===== config.mk =====
export PLATFORM = sky130hd
export DESIGN_NAME = sram16k_wb_ctrl_flat
export DESIGN_NICKNAME = d
export VERILOG_FILES = /design/src/rtl/sram16k_wb_ctrl_if.sv /design/src/rtl/sram16k_wb_ctrl.sv /design/src/flat_wrapper.sv
export SDC_FILE = /design/constraint.sdc
export NUM_CORES = 1
export LEC_CHECK = 0
export BUFFER_PORTS_ARGS = -buffer_cell sky130_fd_sc_hd__buf_4
export CAP_MARGIN = 40
export CORE_MARGIN = 2
export CORE_UTILIZATION = 35
export DETAILED_ROUTE_END_ITERATION = 10
export PLACE_DENSITY_LB_ADDON = 0.3
export SETUP_SLACK_MARGIN = 0.05
export SLEW_MARGIN = 20
export SYNTH_ARGS = -nofsm -noshare
export SYNTH_HDL_FRONTEND = slang
export SYNTH_SLANG_ARGS = --single-unit

===== constraint.sdc =====
create_clock -name clk -period 1.5 [get_ports clk]
set_input_delay 0.3 -clock clk [delete_from_list [all_inputs] [get_ports clk]]
set_output_delay 0.3 -clock clk [all_outputs]
set_load 0.005 [all_outputs]

===== src/rtl/sram16k_wb_ctrl_if.sv =====
// Bus bundle between a Wishbone master and the SRAM controller, plus the
// controller's array-side strobes; the controller uses the slave modport.
interface sram16k_wb_ctrl_if;
  logic        wbs_cyc_i;
  logic        wbs_stb_i;
  logic        wbs_we_i;
  logic [3:0]  wbs_sel_i;
  logic [31:0] wbs_adr_i;
  logic [31:0] wbs_dat_i;
  logic        wbs_ack_o;
  logic [31:0] wbs_dat_o;
  logic        busy;
  logic        sram_cs;
  logic [11:0] sram_addr;
  logic [31:0] sram_wdata;
  logic [3:0]  sram_wen;
  logic [31:0] sram_rdata;

  modport slave (
    input  wbs_cyc_i, wbs_stb_i, wbs_we_i, wbs_sel_i, wbs_adr_i, wbs_dat_i,
    output wbs_ack_o, wbs_dat_o, busy,
    output sram_cs, sram_addr, sram_wdata, sram_wen,
    input  sram_rdata
  );

  modport master (
    output wbs_cyc_i, wbs_stb_i, wbs_we_i, wbs_sel_i, wbs_adr_i, wbs_dat_i,
    input  wbs_ack_o, wbs_dat_o, busy,
    input  sram_cs, sram_addr, sram_wdata, sram_wen,
    output sram_rdata
  );
endinterface


===== src/rtl/sram16k_wb_ctrl.sv =====
// Wishbone classic slave driving a 4096x32 SRAM with registered read data;
// optionally zero-fills the array after reset before taking bus traffic.
module sram16k_wb_ctrl #(
  parameter logic [31:0] BASE_ADDR = 32'h3000_0000,
  parameter bit          INIT_ZERO = 1'b1
) (
  input  logic              clk,
  input  logic              rst,
  sram16k_wb_ctrl_if.slave  bus
);

  typedef enum logic [1:0] {S_INIT, S_IDLE, S_RD, S_ACK} state_t;

  state_t      state, state_nxt;
  logic [11:0] ic;
  logic        hit;
  logic        cs;
  logic [11:0] addr;
  logic [31:0] wdata;
  logic [3:0]  wen;
  logic        ack_p1;
  logic [31:0] rdat_p1;
  logic [1:0]  unused_adr;

  assign unused_adr = bus.wbs_adr_i[1:0];
  assign hit = bus.wbs_cyc_i & bus.wbs_stb_i &
               (bus.wbs_adr_i[31:14] == BASE_ADDR[31:14]);

  always_comb begin
    state_nxt = state;
    cs        = 1'b0;
    addr      = bus.wbs_adr_i[13:2];
    wdata     = bus.wbs_dat_i;
    wen       = 4'h0;
    unique case (state)
      S_INIT: begin
        cs    = 1'b1;
        addr  = ic;
        wdata = 32'h0;
        wen   = 4'hF;
        if (ic == 12'hFFF) state_nxt = S_IDLE;
      end
      S_IDLE: begin
        if (hit) begin
          if (bus.wbs_we_i) begin
            // An all-lanes-off write is acknowledged without touching the array
            cs        = |bus.wbs_sel_i;
            wen       = bus.wbs_sel_i;
            state_nxt = S_ACK;
          end else begin
            cs        = 1'b1;
            state_nxt = S_RD;
          end
        end
      end
      S_RD:  state_nxt = S_ACK;
      // ACK parks one cycle so the still-held strobe is not re-issued
      S_ACK: state_nxt = S_IDLE;
      default: state_nxt = S_IDLE;
    endcase
  end

  // Stage p1: state, fill counter, registered ack and read data
  always_ff @(posedge clk) begin
    if (rst) begin
      state   <= INIT_ZERO ? S_INIT : S_IDLE;
      ic      <= 12'h0;
      ack_p1  <= 1'b0;
      rdat_p1 <= 32'h0;
    end else begin
      state  <= state_nxt;
      if (state == S_INIT) ic <= ic + 12'd1;
      ack_p1 <= (state_nxt == S_ACK) & bus.wbs_cyc_i;
      if (state == S_RD) rdat_p1 <= bus.sram_rdata;
    end
  end

  assign bus.sram_cs    = cs;
  assign bus.sram_addr  = addr;
  assign bus.sram_wdata = wdata;
  assign bus.sram_wen   = wen;
  assign bus.wbs_ack_o  = ack_p1;
  assign bus.wbs_dat_o  = rdat_p1;
  assign bus.busy       = (state == S_INIT);

endmodule


===== src/flat_wrapper.sv =====
// flat-port wrapper written by rule: the top's interface ports become plain ports
module sram16k_wb_ctrl_flat 
#(
  parameter logic [31:0] BASE_ADDR = 32'h3000_0000,
  parameter bit          INIT_ZERO = 1'b1
)
  (clk, rst, bus_wbs_cyc_i, bus_wbs_stb_i, bus_wbs_we_i, bus_wbs_sel_i, bus_wbs_adr_i, bus_wbs_dat_i, bus_wbs_ack_o, bus_wbs_dat_o, bus_busy, bus_sram_cs, bus_sram_addr, bus_sram_wdata, bus_sram_wen, bus_sram_rdata);
  sram16k_wb_ctrl_if bus_i ();
  input  logic clk;
  input  logic rst;
  input wire logic [$bits(bus_i.wbs_cyc_i)-1:0] bus_wbs_cyc_i;
  input wire logic [$bits(bus_i.wbs_stb_i)-1:0] bus_wbs_stb_i;
  input wire logic [$bits(bus_i.wbs_we_i)-1:0] bus_wbs_we_i;
  input wire logic [$bits(bus_i.wbs_sel_i)-1:0] bus_wbs_sel_i;
  input wire logic [$bits(bus_i.wbs_adr_i)-1:0] bus_wbs_adr_i;
  input wire logic [$bits(bus_i.wbs_dat_i)-1:0] bus_wbs_dat_i;
  output wire logic [$bits(bus_i.wbs_ack_o)-1:0] bus_wbs_ack_o;
  output wire logic [$bits(bus_i.wbs_dat_o)-1:0] bus_wbs_dat_o;
  output wire logic [$bits(bus_i.busy)-1:0] bus_busy;
  output wire logic [$bits(bus_i.sram_cs)-1:0] bus_sram_cs;
  output wire logic [$bits(bus_i.sram_addr)-1:0] bus_sram_addr;
  output wire logic [$bits(bus_i.sram_wdata)-1:0] bus_sram_wdata;
  output wire logic [$bits(bus_i.sram_wen)-1:0] bus_sram_wen;
  input wire logic [$bits(bus_i.sram_rdata)-1:0] bus_sram_rdata;
  assign bus_i.wbs_cyc_i = bus_wbs_cyc_i;
  assign bus_i.wbs_stb_i = bus_wbs_stb_i;
  assign bus_i.wbs_we_i = bus_wbs_we_i;
  assign bus_i.wbs_sel_i = bus_wbs_sel_i;
  assign bus_i.wbs_adr_i = bus_wbs_adr_i;
  assign bus_i.wbs_dat_i = bus_wbs_dat_i;
  assign bus_wbs_ack_o = bus_i.wbs_ack_o;
  assign bus_wbs_dat_o = bus_i.wbs_dat_o;
  assign bus_busy = bus_i.busy;
  assign bus_sram_cs = bus_i.sram_cs;
  assign bus_sram_addr = bus_i.sram_addr;
  assign bus_sram_wdata = bus_i.sram_wdata;
  assign bus_sram_wen = bus_i.sram_wen;
  assign bus_i.sram_rdata = bus_sram_rdata;
  sram16k_wb_ctrl #(.BASE_ADDR(BASE_ADDR), .INIT_ZERO(INIT_ZERO)) u_core (.clk(clk), .rst(rst), .bus(bus_i));
endmodule

Word level (Yosys, flattened, before mapping) --
Cells that the tools add are included.
Word-level totals: flip-flop bits (word level) 47, bits of input ports 105, output and inout bits 83
Cells by class: add/sub/neg operators 1, eq/ne operators 6, mux-type cells 12, bitwise logic cells 3, reductions and logical operators 2
Operators by type and width (number):
- two-way mux 32 bit | 1
- == test 18 x 16 -> 1 bit, second input constant | 1
- adder 12 x 1 -> 12 bit, second input constant | 1
- == test 12 bit, second input constant | 1
- two-way mux 12 bit | 1
- two-way mux 4 bit | 2
- one-hot mux 2 bit (4 select lines) | 1
- one-hot mux 4 bit (2 select lines) | 1
- == test 2 bit, second input constant | 3
- two-way mux 2 bit | 2
- OR reduction 4 bit | 1
- AND 1 bit | 3
- two-way mux 1 bit | 3
- == test 2 x 1 -> 1 bit, second input constant | 1
- logical NOT 2 bit | 1
- one-hot mux 1 bit (2 select lines) | 1

Longest topological paths before layout --
Gate-level depths: netlist of run 1.
depth after elaboration 6, mapped depth 5, depth with buffers taken out 5

Least setup slack after synthesis of run 1 --
Ideal clock, no wire load.
path type flip-flop to output port, from reg u_core.state[0], to out bus_sram_addr[10], arrival 1268 ps, setup slack -68 ps, cell stages (with the launch flop) 4, buffers on the path 1, cell sequence dfxtp_1 -> nor2_2 -> buf_2 -> mux2_2
Between the ends: word-level cells in the longest chain between the ends 2
RTL lines:
- from (decl) | line sram16k_wb_ctrl.sv:14 | state_t state, state_nxt;
- from (signal assigned) | line sram16k_wb_ctrl.sv:66 | state <= INIT_ZERO ? S_INIT : S_IDLE;
- from (signal assigned) | line sram16k_wb_ctrl.sv:71 | state <= state_nxt;
- logical NOT 2 bit | line sram16k_wb_ctrl.sv:35 | unique case (state)
- two-way mux 12 bit | line sram16k_wb_ctrl.sv:35
- to (decl) | line flat_wrapper.sv:21 | output wire logic [$bits(bus_i.sram_addr)-1:0] bus_sram_addr;
Every way passes these cells.

Worst setup path in the final report of run 1 --
from reg u_core.state[1], to out bus_sram_wdata[5]
Between the ends: word-level cells in the longest chain between the ends 2
RTL lines:
- logical NOT 2 bit | line sram16k_wb_ctrl.sv:35
- two-way mux 32 bit | line sram16k_wb_ctrl.sv:35
- to (decl) | line flat_wrapper.sv:22 | output wire logic [$bits(bus_i.sram_wdata)-1:0] bus_sram_wdata;
Every way passes these cells.

==> metrics.md, run 1 <==
| Metric | Value |
|---|---|
| Status | finished, violations left |
| Failing checks | negative setup slack |
| Worst path slowest cell | dfxtp_2 |
| Die footprint | 0.00718 sq mm |
| Headroom to the max-slew limit | 78.9% |
| Post-synthesis register bit count | 47 |
| CTS Buf Count | 5 |
| Setup crit end kind | output port |
| Crit-path cells | nor2_4 > buf_12 > buf_4 > bufbuf_16 > nor2b_1 > buf_4 |
| Slew Limit Fails | 0 |
| Hold WC Path Type | in2reg |
| Mapped Area | 0.00228 sq mm |
| Crit path launch | u_core.state[1] |
| EDFF count, synth | 0 |
| Largest family of logic cells by synthesized area | simple AND/OR/NAND/NOR gates |
| Detailed Place HPWL | 5630 microns |
| Worst reg2reg setup slack | -80 ps |
| Worst Tran Pin Value | 316 ps |
| Final GP Congestion | 0.784 |
| Complex-gate fraction of the synthesized area | 12.6% |
| Tcrit/Tclk final | 120% |
| Via count | 2605 |
| Antenna violations before repair | 0 |
| Row count | 29 |
| Period minus WS final | 1790 ps |
| R2R depth | 7 |
| Global-route wire length before repair | 11700 microns |
| Dpl ws | -418 ps |
| Fmax | 557 MHz |
| Area Growth Syn to Fin | 90.0% |
| Yosys cell types | 36 |
| Mux share of post-synthesis cell area | 5.92% |
| End point of the critical path | bus_sram_wdata[5] |
| Sequential fraction of the synthesis area | 41.3% |
| Simple-Gate Fraction of Synth Area | 31.7% |
| GRT Residual Overflow | 0 |
| Post-Synth Adder-Cell Area | 0.549% |
| Cell Pwr Density | 557 mW/mm^2 |
| Final WL | 8000 microns |
| Final WS setup | -294 ps |
| Worst Path Arrival | 1490 ps |
| Worst-path fanout max | 12 |
| Final Hold Fails | 0 |
| Post-Syn Instances | 279 |
| Vias in the first global route | 2472 |
| Antenna cells | 0 |
| Maximum capacitance violations | 0 |
| CTS tree | built |
| Final TNS setup | -11940 ps |
| I/O pin count | 188 |
| Commonest cells post-synth | nand2_1, dfxtp_1, a21oi_1, nor2b_1, nor2_1 |
| Net count reported at finish | 587 |
| Port bufs | 185 |
| Overall Global Routing Usage | 19.8% |
| Skew final | 6.58 ps |
| DR iter-0 viols | 74 |
| Root Driver | clkbuf_8 |
| Largest net degree at the start of global routing | 34 |
| RSZ-0062 raised after global routing | true |
| CP delay by family, top | buffers and inverters |
| Worst Path Buf+Inv | 4 |
| Count leader, synth | nand2_1 |
| Via density | 4.66 |
| Number of remaining DRC errors | 0 |
| Die width | 84.7 microns |
| Syn Nets | 385 |
| Pleak | 0.00201 uW |
| Setup violators final | 51 |
| Clock sinks | 47 |
| Post-route ant nets | 0 |
| Worst VDD drop | 0.453 mV |
| Critical R2R Launch | u_core.state[1] |
| Max clock buf depth | 2 |
| R2R Path End | u_core.bus.wbs_ack_o |
| Critical path type | reg2out |
| Crit-path max cell delay | 380 ps |
| Later-pin clock latency in the skew report | 300 ps |
| Starting Density | 36.1% |
| Chip Height | 84.7 microns |
| Stages on the worst setup path | 6 |
| Clock-pin slew on the worst setup and hold paths | 90 ps |
| H-tree depth | 2 |
| Top cells by area, synth | dfxtp_1, nand2_1, nor2b_1 |
| Synth warnings | 0 |
| Most used cell, CP | buf_4 |
| Share of layout cells above drive strength 1 | 53.5% |
| CTS Hold Bufs | 0 |
| Startpoint type of the worst setup path | flip-flop |
| Synth Flop Type | dfxtp_1 |
| DR WL/cell | 14.3 microns |
| Core Footprint | 0.00631 sq mm |
| Synth Area per Inst | 8.18 sq um |
| Post-Synth XOR/XNOR Area | 4.22% |
| Post-synth top area share | 41.3% |
| Detailed Routing Iterations Pass 1 | 4 |
| Asr flop ratio synth | 0% |
| Required time worst endpoint | 1200 ps |
| Synth area leader | dfxtp_1 |
==> layout make-up <==
class | instances | area (sq um)
Clock buffer | 6 | 82.6
Clock inverter | 2 | 16.3
Fill cell | 494 | 1980
Multi-Input combinational cell | 212 | 1380
Sequential cell | 47 | 946
Tap cell | 77 | 96.3
Timing Repair Buffer | 215 | 1820
==> how the worst min path moves through the flow <==
| stage | slack, ps | from | cells after the start | endpoint |
|---|---|---|---|---|
| final | 240 | bus_sram_rdata[24] | 3 | u_core.bus.wbs_dat_o[24] |
| after global routing | 230 | bus_sram_rdata[20] | 3 | u_core.bus.wbs_dat_o[20] |
| after CTS | 230 | bus_sram_rdata[24] | 3 | u_core.bus.wbs_dat_o[24] |
| after detailed placement | 450 | u_core.bus.wbs_dat_o[30] | 2 | u_core.bus.wbs_dat_o[30] |
| after global placement | 440 | u_core.bus.wbs_dat_o[18] | 2 | u_core.bus.wbs_dat_o[18] |
| after floorplan | 440 | bus_sram_rdata[0] | 2 | u_core.bus.wbs_dat_o[0] |
==> power breakdown <==
part | internal [uW] | leakage [uW] | switching [uW]
sequential | 1250 | 0.000381 | 5.32
clock | 377 | 0.0000474 | 437
combinational | 237 | 0.00158 | 104
==> through the flow <==
| stage | power [uW] | util, % | cells | instance area [sq um] | hold WS, ps |
|---|---|---|---|---|---|
| final | 2410 | 68.6 | 559 | 4330 | 240 |
| after global routing | 2520 | 68.6 | 559 | 4330 | 226 |
| after CTS | 2420 | 64.8 | 552 | 4090 | 229 |
| after detailed placement | 1600 | 61.2 | 535 | 3870 | 447 |
| after global placement | 1590 | 61.2 | 535 | 3870 | 442 |
| after floorplan | 1360 | - | 279 | 2330 | 436 |
==> routing by layer <==
layer  GRT usage, %  share of wire (%)  vias up
met5              0                  0        -
met4           5.19                1.4        0
met3           3.64                5.3       12
met2           35.4                 52       90
met1           24.5                 41     1176
li1               -                  -     1327
==> kinds of logic after synthesis <==
group | after synthesis
flops | 47
fa+ha+maj | 1
simple gates | 144
compound gates | 44
mux | 12
xor+xnor | 11
buf+inv | 20
==> tightest hold or removal path: cells and delay by family <==
family / cells / cell delay, ps
buf+inv: 1 / 110
simple gates: 1 / 40
compound gates: 1 / 50
==> placed cells by master (no fill, tap or decap), types with 3 or more instances in the layout <==
cell       Yosys  final
buf_4          1    189
nand2_1       70     69
dfxtp_1       47     43
a21oi_1       33     33
nor2b_1       33     30
buf_6          0     16
nor2_1        14     14
mux2_4         0     12
xor2_1         9      9
nand4_1        7      7
clkbuf_8       0      6
a31o_2         4      4
buf_12         0      4
dfxtp_2        0      4
nand3_1        3      3
clkbuf_16      0      3
==> state kept, by name, summed over array words and instances (netlist names) <==
register / flops
u_core.state: 2
u_core.bus.wbs_ack_o: 1
u_core.bus.wbs_dat_o: 32
u_core.ic: 12
==> repair_timing <==
item                                    4_1_cts  5_1_grt
pin swaps                                     4        6
gates resized for setup                       8       34
cloned                                        1        3
setup buffers                                 8        4
endpoints found under the setup margin       49       52
Power figures use the tool's default switching activity.
==> run 2: changes to the inputs <==
CORE_MARGIN = 4   (was 2)
CORE_UTILIZATION = 39   (was 35)
CTS_CLUSTER_DIAMETER = 100   (was not set)
clock period = 1.85 ns   (was 1.5 ns; I/O delays follow)
==> run 2 against run 1 <==
  * The run still ends with negative setup slack left
  * Combinational power shrank 24%
  * Core utilization up 3.9 points
  * Non-clock buffer count shrank 17
  * Worst setup slack gained 240 ps
  * Clock-buffer cell count unchanged
  * Register-to-register slack better by 350 ps
  * Die area fell by 0.59%
  * Critical endpoint is now bus_sram_wen[2]
  * Highest routed layer unchanged
==> metrics.md, run 2 (synthesis results as in run 1) <==
| Metric | Value |
|---|---|
| Status | finished, violations left |
| Failing checks | negative setup slack |
| Core Footprint | 0.00557 sq mm (-12%) |
| FILL cells | 445 (-9.9%) |
| Pleak | 0.00182 uW (-9.6%) |
| Detailed Routing Iterations Pass 1 | 4 (unchanged) |
| Setup crit end kind | output port |
| Dpl ws | -92.0 ps (+326 ps) |
| Worst VDD drop | 0.376 mV (-17%) |
| Startpoint type of the worst setup path | primary input |
| Most common cell after layout, fill and taps aside | buf_4 |
| Max FFs per register | 32 (unchanged) |
| Chip Height | 84.5 microns (-0.30%) |
| Vias in the first global route | 2535 (+2.5%) |
| Worst-path fanout max | 6 (-6) |
| Maximum capacitance violations | 0 (unchanged) |
| Via count | 2598 (-0.27%) |
| Finished Cell Area | 0.00404 sq mm (-6.8%) |
| Placed cell area | 0.00376 sq mm (-2.7%) |
| Register share of total power | 50.1% (-2.1 points) |
| Final Hold Fails | 0 (unchanged) |
| Required time worst endpoint | 1480 ps (+280 ps) |
| Die width | 84.5 microns (-0.30%) |
| Gate power share | 12.7% (-1.4 points) |
| Tcrit/Tclk final | 103% |
| Antenna violations before repair | 0 (unchanged) |
| Final WL | 7970 microns (-0.38%) |
| Commonest non-fill, non-tap cells in the layout | buf_4, nand2_1, dfxtp_1 |
| Area Growth Syn to Fin | 77.2% |
| Number of remaining DRC errors | 0 (unchanged) |
| Die footprint | 0.00714 sq mm (-0.59%) |
| Skew final | 5.78 ps (-0.798 ps) |
| Clk pwr share | 37.2% (+3.5 points) |
| Starting Density | 40.9% (+4.8 points) |
| Fmax | 527 MHz |
| Switching Share | 20.1% (-2.5 points) |
| CTS tree | built |
| DR WL/cell | 14.8 microns (+3.7%) |
| H-tree depth | 2 (unchanged) |
| Worst Path Arrival | 1530 ps (+40 ps) |
| Detailed Place HPWL | 5910 microns (+5.0%) |
| Register area | 942 sq um (-0.40%) |
| Clock-pin slew on the worst setup and hold paths | 80 ps (about the same) |
| Hold WC Path Type | in2reg |
| I/O pin count | 188 (unchanged) |
| Via density | 4.84 (+3.8%) |
| Final WS setup | -49.3 ps (+244 ps) |
| Antenna cells | 0 (unchanged) |
| Final GP Congestion | 0.765 (-2.4%) |
| DR iter-0 viols | 112 (+51%) |
| Slew Limit Fails | 0 (unchanged) |
| Clock sinks | 47 (unchanged) |
| Layout Utilization | 72.5% (+3.9 points) |
| Root Driver | clkbuf_8 |
| Area occupied by multi-input gates | 0.00135 sq mm (-1.8%) |
| Net Switching | 411 uW (-25%) |
| Cell Pwr Density | 506 mW/mm^2 (-9.2%) |
| Later-pin clock latency in the skew report | 290 ps (about the same) |
| Headroom to the max-slew limit | 68.4% (-11 points) |
| Port bufs | 185 (unchanged) |
| Worst Tran Pin Value | 474 ps (+158 ps) |
| Row count | 27 (-6.9%) |
| RSZ-0062 raised after global routing | true |
| Critical path type | in2out |
| Share of layout cells above drive strength 1 | 50.5% (-3.0 points) |
| Period minus WS final | 1900 ps |
| Global-route wire length before repair | 12300 microns (+5.4%) |
| Final Power | 2040 uW (-15%) |
| Net count reported at finish | 570 (-2.9%) |
| Overall Global Routing Usage | 21.0% (+1.2 points) |
| CTS Hold Bufs | 0 (unchanged) |
| Max clock buf depth | 2 (unchanged) |
| Post-route ant nets | 0 (unchanged) |
| Largest net degree at the start of global routing | 49 (+44%) |
| Setup violators final | 16 (-69%) |
| GRT Residual Overflow | 0 (unchanged) |
| P_int | 1630 uW (-13%) |
| CTS Buf Count | 5 (unchanged) |
## run 2: changes by cell type in the layout (fill, tap and decap cells not counted), moves of 3 or more
cell	delta
nor2b_1	+3
mux2_2	+12
dfxtp_2	-3
mux2_4	-12
a31o_2	-4
clkbuf_16	-3
buf_12	-3
buf_6	-7
a31o_4	+4
dfxtp_1	+3
## run 2: worst paths after layout
check	endpoint	depth (start not counted)	start	slack (ps)
hold reg to reg	u_core.bus.wbs_dat_o[18]	2	u_core.bus.wbs_dat_o[18]	460
hold / removal	u_core.bus.wbs_dat_o[11]	3	bus_sram_rdata[11]	310
setup / recovery	bus_sram_wen[2]	7	bus_wbs_adr_i[27]	-50
setup reg to reg	u_core.bus.wbs_ack_o	4	u_core.ic[3]	270
## run 2: routing by layer
| metal | part of all wire, % | track usage (%) | vias up |
|---|---|---|---|
| met5 | 0 | 0 | - |
| met4 | 2.5 | 7.05 | 0 |
| met3 | 6.3 | 5.20 | 18 |
| met2 | 53 | 36.9 | 102 |
| met1 | 39 | 25.0 | 1179 |
| li1 | - | - | 1299 |
## run 2: power by group through the flow
stage / combinational [uW] / sequential (uW) / clock, uW
4_1_cts: 252 / 1020 / 780
3_3_place_gp: 231 / 1050 / 0
2_1_floorplan: 53.1 / 1050 / 0
5_1_grt: 279 / 1030 / 828
6_report: 260 / 1020 / 760
3_5_place_dp: 235 / 1050 / 0
## run 2: area by class of cell
type | instances | area share, %
repair buffers | 198 | 38.1
clock inverters | 2 | 0.867
flip-flops and latches | 47 | 23.3
clock buffers | 6 | 2.04
multi-input cells | 212 | 33.4
well taps | 72 | 2.23
## run 2: timing repair
action / 4_1_cts / 5_1_grt
gates resized for setup: 22 / 6
pin swaps: 12 / 3
buffers inserted: 0 / 2
setup endpoints to repair: 16 / 40
## run 2: stage by stage
step / TNS [ps] / std cells / hold slack [ps]
floorplan: 0 / 279 / 453
global placement: -150 / 527 / 443
detailed placement: -306 / 527 / 448
CTS: 0 / 535 / 306
global route: -1070 / 537 / 305
finish: -255 / 537 / 315
## run 2: critical path, stage by stage
cell	delay [ps]
buf_8	100
nor4_4	310
nand2_1	110
nor3_2	190
buf_4	190
a31o_4	170
buf_6	90
==> run 3: changes to the inputs <==
--- a/config.mk
+++ b/config.mk
@@ -15,3 +15,2 @@
 export SETUP_SLACK_MARGIN = 0.05
-export SLEW_MARGIN = 20
 export SYNTH_ARGS = -nofsm -noshare
==> constraint.sdc (replaced) <==
create_clock -name clk -period 1.85 [get_ports clk]
set_input_delay 0.0925 -clock clk [delete_from_list [all_inputs] [get_ports clk]]
set_output_delay 0.0925 -clock clk [all_outputs]
set_load 0.005 [all_outputs]
==> run 3 against run 2 <==
  * Fmax is 11% higher
  * Core utilization is 2.1 points lower
  * Highest routed layer unchanged
  * Clock power is 12% lower
  * Die area stayed put
  * Non-clock buffer count stayed put
  * The flow now finishes without violations
  * Sequential share of layout area is 0.75 points higher
  * Worst hold slack worse by 270 ps
  * Via count is 1.8% lower
  * Clock skew is 1.5 ps lower
==> metrics.md, run 3 (synthesis results as in run 1) <==
| Metric | Value |
|---|---|
| Status | complete, no violations |
| Clock-pin slew on the worst setup and hold paths | 90 ps (about the same) |
| Later-pin clock latency in the skew report | 280 ps (about the same) |
| Global-route wire length before repair | 11800 microns (-4.6%) |
| Antenna cells | 0 (unchanged) |
| Worst reg2reg setup slack | 230 ps (-40 ps) |
| Worst Path Arrival | 1620 ps (+90 ps) |
| Skew final | 4.27 ps (-1.51 ps) |
| Slew Limit Fails | 0 (unchanged) |
| Crit-path cells | buf_4 > nor2_4 > buf_4 > mux2_2 > buf_4 |
| Critical R2R Launch | u_core.ic[2] |
| Antenna violations before repair | 0 (unchanged) |
| Number of remaining DRC errors | 0 (unchanged) |
| Post-route ant nets | 0 (unchanged) |
| Share of layout cells above drive strength 1 | 49.7% (-0.86 points) |
| Startpoint type of the worst setup path | flip-flop |
| Worst hold slack | 46.1 ps (-269 ps) |
| Maximum capacitance violations | 0 (unchanged) |
| Worst path slowest cell | dfxtp_4 |
| Final GP Congestion | 0.760 (-0.61%) |
| Max FFs per register | 32 (unchanged) |
| Most common cell after layout, fill and taps aside | buf_4 |
| Final WL | 7490 microns (-6.0%) |
| Port bufs | 185 (unchanged) |
| CP delay by family, top | buffers and inverters |
| Die width | 84.5 microns (unchanged) |
| Max clock buf depth | 2 (unchanged) |
| H-tree depth | 2 (unchanged) |
| GRT Residual Overflow | 0 (unchanged) |
| Area Growth Syn to Fin | 72.1% |
| Crit path launch | u_core.state[1] |
| Pleak | 0.00179 uW (-1.7%) |
| Final std cells w/o fill | 537 (unchanged) |
| Required time worst endpoint | 1760 ps (+280 ps) |
| Crit-path max cell delay | 360 ps (+50 ps) |
| Largest net degree at the start of global routing | 49 (unchanged) |
| Fmax | 584 MHz (+11%) |
| Starting Density | 40.9% (unchanged) |
| RSZ-0062 raised after global routing | false |
| Final Hold Fails | 0 (unchanged) |
| Period minus WS final | 1710 ps (-187 ps) |
| Setup crit end kind | output port |
| Root Driver | clkbuf_8 |
| Most used cell, CP | buf_4 |
| Placed cell count | 522 (-0.95%) |
| Finished Cell Area | 0.00393 sq mm (-2.9%) |
| Critical path type | reg2out |
| Overall Global Routing Usage | 19.6% (-1.4 points) |
| Core Footprint | 0.00557 sq mm (unchanged) |
| R2R Path End | u_core.bus.wbs_ack_o |
| FILL cells | 466 (+4.7%) |
| Setup violators final | 0 (-16) |
| Via count | 2551 (-1.8%) |
| DR iter-0 viols | 89 (-21%) |
| Hold WC Path Type | in2reg |
| Final WS setup | 137 ps (+187 ps) |
| DR WL/cell | 13.9 microns (-6.0%) |
| Commonest non-fill, non-tap cells in the layout | buf_4, nand2_1, dfxtp_1 |
| Via density | 4.75 (-1.8%) |
| Final TNS setup | 0 ps (+255 ps) |
| I/O pin count | 188 (unchanged) |
| Tcrit/Tclk final | 92.6% (-10 points) |
| Worst-path fanout max | 6 (unchanged) |
| Worst Path Buf+Inv | 3 (unchanged) |
| Detailed Routing Iterations Pass 1 | 4 (unchanged) |
| Row count | 27 (unchanged) |
| CTS tree | built |
| CTS Buf Count | 5 (unchanged) |
| Vias in the first global route | 2538 (+0.12%) |
| Chip Height | 84.5 microns (unchanged) |
| Headroom to the max-slew limit | 68.1% (-0.24 points) |
| Placed cell area | 0.00374 sq mm (-0.47%) |
| Stages on the worst setup path | 5 (-2) |
| Worst VDD drop | 0.487 mV (+29%) |
| Cell Pwr Density | 491 mW/mm^2 (-2.9%) |
| Die footprint | 0.00714 sq mm (unchanged) |
| End point of the critical path | bus_sram_addr[0] |
| R2R depth | 4 (unchanged) |
| Net count reported at finish | 570 (unchanged) |
| Detailed Place HPWL | 6030 microns (+2.0%) |
| Worst Tran Pin Value | 478 ps (+3.54 ps) |
| Clock sinks | 47 (unchanged) |
| Dpl ws | 264 ps (+356 ps) |
==> run 3: changes by cell type in the layout (fill, tap and decap cells not counted), sizes merged <==
cell,before,now
clkinvlp,0,1
clkinv,1,0
clkbuf,6,7
bufinv,1,0
==> run 3: worst min path at each step <==
stage | start | to | cells past startpoint
4_1_cts | bus_sram_rdata[18] | u_core.bus.wbs_dat_o[18] | 3
5_1_grt | bus_sram_rdata[21] | u_core.bus.wbs_dat_o[21] | 3
6_report | bus_sram_rdata[30] | u_core.bus.wbs_dat_o[30] | 3
3_5_place_dp | bus_sram_rdata[18] | u_core.bus.wbs_dat_o[18] | 3
3_3_place_gp | bus_sram_rdata[18] | u_core.bus.wbs_dat_o[18] | 3
2_1_floorplan | bus_sram_rdata[0] | u_core.bus.wbs_dat_o[0] | 2
==> run 3: stage by stage <==
step / utilization (%) / total power [uW]
2_1_floorplan: - / 1100
3_5_place_dp: 67.2 / 1280
6_report: 70.4 / 1930
3_3_place_gp: 66.7 / 1280
4_1_cts: 69.8 / 1940
5_1_grt: 70.4 / 2010
==> run 3: final cells by class <==
class                           instances  area [sq um]  share of cell area [%]
Multi-Input combinational cell        212          1270                    32.3
Tap cell                               72          90.1                    2.30
Clock inverter                          1          7.51                   0.191
Clock buffer                            7          96.3                    2.45
Sequential cell                        47           945                    24.1
Timing Repair Buffer                  198          1520                    38.7
==> run 3: what timing repair did <==
action | CTS | global route
buffers inserted | 3 | 4
hold buffers | 0 | 0
pin swaps | 2 | 3
endpoints found under the setup margin | 29 | 5
resized for setup | 1 | 3
==> run 3: layer usage <==
layer | global-route usage (%) | routed length [microns] | up-vias
li1 | - | - | 1299
met1 | 23.8 | 2970 | 1146
met2 | 34.4 | 3830 | 96
met3 | 6.58 | 593 | 10
met4 | 2.88 | 89 | 0
met5 | 0 | 0 | -
==> run 3: tightest hold or removal path, delay by kind of cell <==
family	cells	cell delay, ps
buffers and inverters	1	110
AOI/OAI and AO/OA	1	50
and+or+nand+nor	1	40
==> run 3: power by group <==
group          switching (uW)  internal (uW)  total [uW]
Clock                     328            340         668
Combinational            65.8            170         236
Sequential               7.92           1010        1020
